<file path="src/rtl/izz_block_sequencer.sv">
// izz_block_sequencer: ping-pong block buffer and row sequencer feeding inverse_zigzag
module izz_block_sequencer #(
  parameter int BLKCNT_W = 12
) (
  input  logic         clk,
  input  logic         rst_n,
  input  logic         clr,
  input  logic [511:0] blk_data,
  input  logic         blk_valid,
  output logic         blk_ready,
  output logic [511:0] izz_data,
  output logic [14:0]  izz_addr,
  input  logic [63:0]  izz_row,
  output logic [63:0]  row_data,
  output logic         row_valid,
  input  logic         row_ready,
  output logic [2:0]   row_idx,
  output logic         row_last,
  output logic [1:0]   occupancy
);
  typedef enum logic {IDLE, STREAM} state_t;
  state_t state, state_n;
  logic [511:0] bank0, bank1;
  logic [1:0] full, full_n;
  logic wr_ptr, rd_ptr, rd_ptr_n;
  logic [2:0] row_cnt, sel;
  logic [BLKCNT_W-1:0] blk_cnt;
  logic accept, adv, rel;
  assign blk_ready = ~full[wr_ptr];
  assign row_valid = state == STREAM;
  assign accept = blk_valid & blk_ready & ~clr;
  assign adv = row_valid & row_ready & ~clr;
  assign rel = adv & (row_cnt == 3'd7);
  // inverse_zigzag select is offset by four rows from the natural row number
  assign sel = row_cnt + 3'd4;
  assign izz_addr = {blk_cnt, sel};
  assign izz_data = rd_ptr ? bank1 : bank0;
  assign row_data = izz_row;
  assign row_idx = row_cnt;
  assign row_last = row_valid & (row_cnt == 3'd7);
  assign occupancy = {1'b0, full[0]} + {1'b0, full[1]};
  // next state follows the buffer that will be read next, so a fresh block streams one cycle after accept
  always_comb begin
    full_n = full;
    if (rel) full_n[rd_ptr] = 1'b0;
    if (accept) full_n[wr_ptr] = 1'b1;
    if (clr) full_n = '0;
    rd_ptr_n = clr ? 1'b0 : rd_ptr ^ rel;
    state_n = full_n[rd_ptr_n] ? STREAM : IDLE;
  end
  always_ff @(posedge clk or negedge rst_n)
    if (!rst_n) begin
      state <= IDLE;
      full <= '0;
      wr_ptr <= 1'b0;
      rd_ptr <= 1'b0;
      row_cnt <= '0;
      blk_cnt <= '0;
      bank0 <= '0;
      bank1 <= '0;
    end else begin
      state <= state_n;
      full <= full_n;
      rd_ptr <= rd_ptr_n;
      wr_ptr <= clr ? 1'b0 : wr_ptr ^ accept;
      row_cnt <= clr ? '0 : row_cnt + {2'b0, adv};
      blk_cnt <= clr ? '0 : blk_cnt + {{(BLKCNT_W-1){1'b0}}, rel};
      if (accept && !wr_ptr) bank0 <= blk_data;
      if (accept && wr_ptr) bank1 <= blk_data;
    end
endmodule

</file>
<file path="config.mk">
export PLATFORM = sky130hd
export DESIGN_NAME = izz_block_sequencer
export DESIGN_NICKNAME = d
export VERILOG_FILES = /design/src/rtl/izz_block_sequencer.sv
export SDC_FILE = /design/constraint.sdc
export NUM_CORES = 2
export LEC_CHECK = 0
export CAP_MARGIN = 0
export CORE_AREA = 2 2 459 461
export DETAILED_ROUTE_END_ITERATION = 8
export DIE_AREA = 0 0 461 463
export HOLD_SLACK_MARGIN = 0.15
export PLACE_DENSITY_LB_ADDON = 0.08
export SLEW_MARGIN = 25
export SYNTH_ARGS = -nofsm -noshare
export SYNTH_HDL_FRONTEND = slang
export SYNTH_SLANG_ARGS = --single-unit
</file>
<file path="constraint.sdc">
create_clock -name clk -period 2.89 [get_ports clk]
set_input_delay 0.867 -clock clk [delete_from_list [all_inputs] [get_ports clk]]
set_output_delay 0.867 -clock clk [all_outputs]
set_load 0.1 [all_outputs]
</file>
# Word level (Yosys, flattened, before mapping)
# Cells that the tools add are included.
word_totals:
  register_bits: 1044
  latchBits: 0
  ramBits: 0
  rom_bits: 0
  inputBits: 581
  out_inout_bits: 599
  word_cells: 53
  mem_count: 0
op_classes:
  addsub: 4
  multipliers: 0
  div: 0
  order_cmp: 5
  n_eq_ne: 1
  shifts: 0
  mux: 17
  bitwise: 13
  reduce_logical: 5
ops:
  columns: ["cell", "count"]
  rows:
  - ["$mux 512", 1]
  - ["$add 12x1->12", 1]
  - ["$mux 12", 1]
  - ["$mux 1", 9]
  - ["$and 1x1->1", 6]
  - ["$lt 1x2->1 const B", 3]
  - ["$mux 2", 3]
  - ["$logic_and 1x1->1", 4]
  - ["$add 3x1->3", 1]
  - ["$add 3x3->3 const B", 1]
  - ["$eq 3x3->1 const B", 1]
  - ["$mux 3", 1]
  - ["$add 1x1->2", 1]
  - ["$and 2x2->2", 1]
  - ["$demux 1 s1", 2]
  - ["$ge 1x1->1 const B", 2]
  - ["$not 1->1", 2]
  - ["$not 2->2", 1]
  - ["$or 2x2->2", 1]
  - ["$xor 1x1->1", 2]
  - ["$logic_not 1->1", 1]

# Longest topological paths before layout
depth:
  depth_word: 13
  ltp_mapped: 7
  depth_no_buf: 7

# Least setup slack after synthesis
# No wires, ideal clock.
synth_path:
  kind: "reg2reg"
  start: "register wr_ptr"
  end: "register bank0[380]"
  setup_time_ps: 125
  arrival_ps: 3437
  required_time_ps: 2765
  setup_slack_ps: -672
  path_stages_with_launch: 8
  n_path_buf: 3
  synth_period_minus_slack_ps: 3562
  path_cell_list: "dfrtp_1 -> mux2i_1 -> and3b_1 -> ha_1 -> clkbuf_1 -> buf_2 -> buf_2 -> mux2_2"
synth_between:
  elab_chain_len: 6
  elab_cells_between_ends: 7
  cone_classes: "mux (2); bitwise (3); reduce/logical (2)"
synth_rtl:
  columns: ["element", "line_no", "source"]
  rows:
  - ["from (decl)", "25", "logic wr_ptr, rd_ptr, rd_ptr_n;"]
  - ["from (signal assigned)", "65", "wr_ptr <= clr ? 1'b0 : wr_ptr ^ accept;"]
  - ["$mux 1 (implied by the code) (2 in a row)", "29", "assign blk_ready = ~full[wr_ptr];"]
  - ["$not 1->1", "29", null]
  - ["named net blk_ready", "10", "output logic blk_ready,"]
  - ["$and 1x1->1 (2 in a row)", "31", "assign accept = blk_valid & blk_ready & ~clr;"]
  - ["$logic_and 1x1->1", "68", "if (accept && !wr_ptr) bank0 <= blk_data;"]
  - ["to (signal assigned)", "68", null]
  - ["to (decl)", "23", "logic [511:0] bank0, bank1;"]
# The timed path passes the listed nets, and every way through them passes these cells. The select of a mux whose other input is x is not followed.
# A chain may end at the register's enable or synchronous reset.

# Final worst setup path
layout_path:
  start: "register rd_ptr"
  end: "output izz_data[167]"
layout_between:
  elab_chain_len: 1
layout_rtl:
  columns: ["element", "line_no", "source"]
  rows:
  - ["from (decl)", "25", null]
  - ["from (signal assigned)", "64", "rd_ptr <= rd_ptr_n;"]
  - ["$mux 512", "37", "assign izz_data = rd_ptr ? bank1 : bank0;"]
  - ["to (decl)", "11", "output logic [511:0] izz_data,"]
# No other way between the ends.

==> summary.md <==
| Metric | Value |
|---|---|
| Status | complete, but fails checks |
| Failing checks | negative setup slack |
| Max Cap Violations | 0 |
| TritonCTS Buffers | approximately 140 |
| Die W | 461 um |
| Post-synthesis mux area share | 0.383 |
| Pre-antenna DRT Iters | 4 |
| Dpl cell area | roughly 65000 um^2 |
| Core Util, Final | 0.342 |
| Count of different cell masters after synthesis | 30 |
| Global Route Usage Sum | 0.155 |
| Post-synthesis register bit count | between 1000 and 1500 |
| Max IR drop VDD | roughly 0.57 mV |
| Crit-path max FO | 7 |
| Netlist Area Pre-Place | approximately 45000 um^2 |
| Mean Syn Cell Area | about 16 um^2 |
| Leakage | about 0.030 uW |
| Total routed wirelength | ~170000 um |
| Io pins | between 1000 and 1500 |
| Core Area | 209000 um^2 |
| Layout cells sized above 1 | 0.601 |
| Crit Path Class | flip-flop to output pin |
| Top cells by area, synth | dfrtp_1 58%, mux2_2 38%, buf_2 1.9%, buf_4 1.1%, ha_1 0.19% |
| Clock latency on the worst-skew pair | 0.76 ns |
| Final Hold Fails | 0 |
| Leading cell type in the layout, fill and taps excluded | mux2_2 |
| PwrDens | about 1000 nW/um^2 |
| Overall power | roughly 73000 uW |
| Gp weighted congestion | 0.767 |
| Xor/xnor share of the synthesized area | 0.00194 |
| CTS H-Tree Depth | 4 |
| Largest net degree at the start of global routing | 90 |
| Routed vias | 28500 |
| Area growth syn-to-layout | 57.4% |
| Ys async rst share | 1.00 |
| Worst slew pin tran | ~0.6 ns |
| Vias/cell | approximately 4 |
| Hold Worst Slack | roughly 0.5 ns |
| Post-route antenna net violation count | 0 |
| Leading cell types in the layout, fill and taps excluded | 1421 x mux2_2, 1040 x dfrtp_1, 590 x buf_12 |
| Crit share post-route | 1.13 |
| Post-Syn Instances | about 2900 |
| 1st-iter DRT viols | slightly above 900 |
| YS warnings | 0 |
| Finish-stage setup viols | 512 |
| CTS max path bufs | 3 |
| Area of the die | approximately 210000 um^2 |
| Critical path arrival | between 2 and 2.5 ns |
| Primary FF master, synth | dfrtp_1 |
| Worst endpoint required time | ~2.0 ns |
| Post-DP HPWL | roughly 130000 um |
| Root buffer cell | clkbuf_16 |
| Synth Net Count | about 3500 |
| Pins Over Slew Limit | 0 |
| Count of standard-cell rows | roughly 170 |
| Starting Density | 0.217 |
| Largest family of logic cells by synthesized area | multiplexers |
| Final instance area | approximately 71000 um^2 |
| Number of global-route vias before repair | between 30000 and 40000 |
| DRC Markers | 0 |
| Clock-pin slew on the worst setup and hold paths | 0.05 ns |
| Final clock skew | 0.0305 ns |
| CTS tree | built |
| Fin crit period | about 3.3 ns |
| Initial antenna violation count | between 70 and 80 |
| Post-synth top area cell | dfrtp_1 |
| Setup ws final | -0.375 ns |
| Die height | 463 um |
| Slowest stage delay, CP | between 0.5 and 0.6 ns |
| Most used cell, CP | buf_12 |
| Post-synthesis sequential area ratio | 0.577 |
| Top delay family on crit path | buffers and inverters |
| Slew Limit Headroom | 0.603 |
| Unrepaired setup endpoints after global routing | true |
| First-pass GRT wire length | roughly 240000 um |
| Post-synthesis compound-gate area fraction | 0.00113 |
| Slowest cell on crit path | dfrtp_4 |
| WL/cell | around 25 um |
| Number of synthesized flops with an enable pin | 0 |
| Worst path bufs/invs | 5 |
| CP startpoint kind | flip-flop |
| Synth Area in Adders | 0.00194 |
| Crit path cell chain | buf_12 > buf_16 > buf_12 > buf_16 > mux2_4 > buf_12 |
| Port Buffer Count | ~1100 |
| CTS sink cnt | approximately 1000 |
| Worst min path class | flip-flop to flip-flop |
| Total Nets Final | between 4000 and 5000 |
| Pre-CTS WS | -0.131 ns |
| Post-synth top area share | 0.577 |
| Simple-Gate Fraction of Synth Area | 0.00478 |
| Fmax | between 0.3 and 0.4 GHz |
| Critical Path End Type | output pin |
| Grt ovf | 0 |
worst reg2reg max path: cells and delay by family, from the launching register on:
kind,cells,cell delay (ns)
flops,1,0.50
mux,2,0.68
fa+ha+maj,1,0.24
buf+inv,2,0.53
simple gates,1,0.29
metal layers:
layer | share of wire | track usage | vias up
li1 | - | - | 12700
met3 | 0.085 | 0.0642 | 281
met5 | 0.0019 | 0 | -
met4 | 0.020 | 0.0367 | 48
met1 | 0.39 | 0.178 | 14700
met2 | 0.50 | 0.266 | 819
through the flow:
step | instances | setup TNS, ns
3_5_place_dp | 6650 | -66.97
3_3_place_gp | 6650 | -75.21
6_report | 6973 | -138.10
5_1_grt | 6958 | -195.03
4_1_cts | 6907 | -201.08
2_1_floorplan | 2888 | 0
cell type report:
cell class                      count  area [um^2]
Sequential cell                  1044        26100
Timing Repair Buffer             1258        18800
Multi-Input combinational cell   1601        18200
Antenna cell                       21         52.6
Tap cell                         2805         3510
Clock buffer                      210         4130
Clock inverter                     30          334
Inverter                            4         15.0
Fill cell                       20300       137000
worst paths after layout:
path / endpoint / cells past startpoint / from / slack, ns
worst max-delay path: izz_data[167] / 6 / rd_ptr$_DFF_PN0_ / -0.38
worst min-delay path: bank1[38]$_DFFE_PN0P_ / 1 / bank1[38]$_DFFE_PN0P_ / 0.50
worst max register to register: bank0[290]$_DFFE_PN0P_ / 6 / wr_ptr$_DFF_PN0_ / 0.54
worst min register to register: bank1[38]$_DFFE_PN0P_ / 1 / bank1[38]$_DFFE_PN0P_ / 0.50
max in group asynchronous: bank0[291]$_DFFE_PN0P_ / 3 / rst_n / 1.25
min in group asynchronous: bank1[105]$_DFFE_PN0P_ / 2 / rst_n / 0.62
timing repair:
| item | CTS | global route |
|---|---|---|
| buffers inserted | 10 | 29 |
| gates resized for setup | 42 | 126 |
| hold buffers | 1 | 0 |
| endpoints found under the hold margin | 22 | 0 |
| endpoints found under the setup margin | 512 | 512 |
| cloned | 6 | 19 |
sequential cells by signal, indices dropped and copies added (netlist names):
| signal | count |
|---|---|
| rd_ptr | 1 |
| wr_ptr | 1 |
| row_valid | 1 |
| bank0 | 512 |
| bank1 | 512 |
| full | 2 |
| blk_cnt | 12 |
| row_idx | 3 |
cell usage after synthesis (2+ instances only):
| library cell | number |
|---|---|
| and3b_1 | 2 |
| or3_1 | 2 |
| xnor2_1 | 5 |
| xor2_1 | 5 |
| nand2_1 | 4 |
| and4_4 | 2 |
| ha_1 | 7 |
| buf_2 | 168 |
| dfrtp_1 | 1044 |
| inv_1 | 4 |
| nor2_1 | 13 |
| a21oi_1 | 5 |
| buf_4 | 66 |
| o21ai_0 | 2 |
| nor2b_1 | 3 |
| mux2_2 | 1536 |
| clkbuf_1 | 5 |
| nand4_1 | 3 |
report_power, final:
part	total, uW	internal (uW)	leakage [uW]	switching [uW]
clock	17000	10300	0.00220	6740
sequential	21700	19500	0.0126	2230
combinational	34000	13600	0.0148	20300
total	72700	43400	0.0296	29300
cell families after synthesis:
group           Yosys count
fa+ha+maj                 7
mux                    1538
flops                  1044
compound gates            9
xor+xnor                 10
buf+inv                 243
simple gates             37
Note: power is estimated with default switching activity, not from simulation.
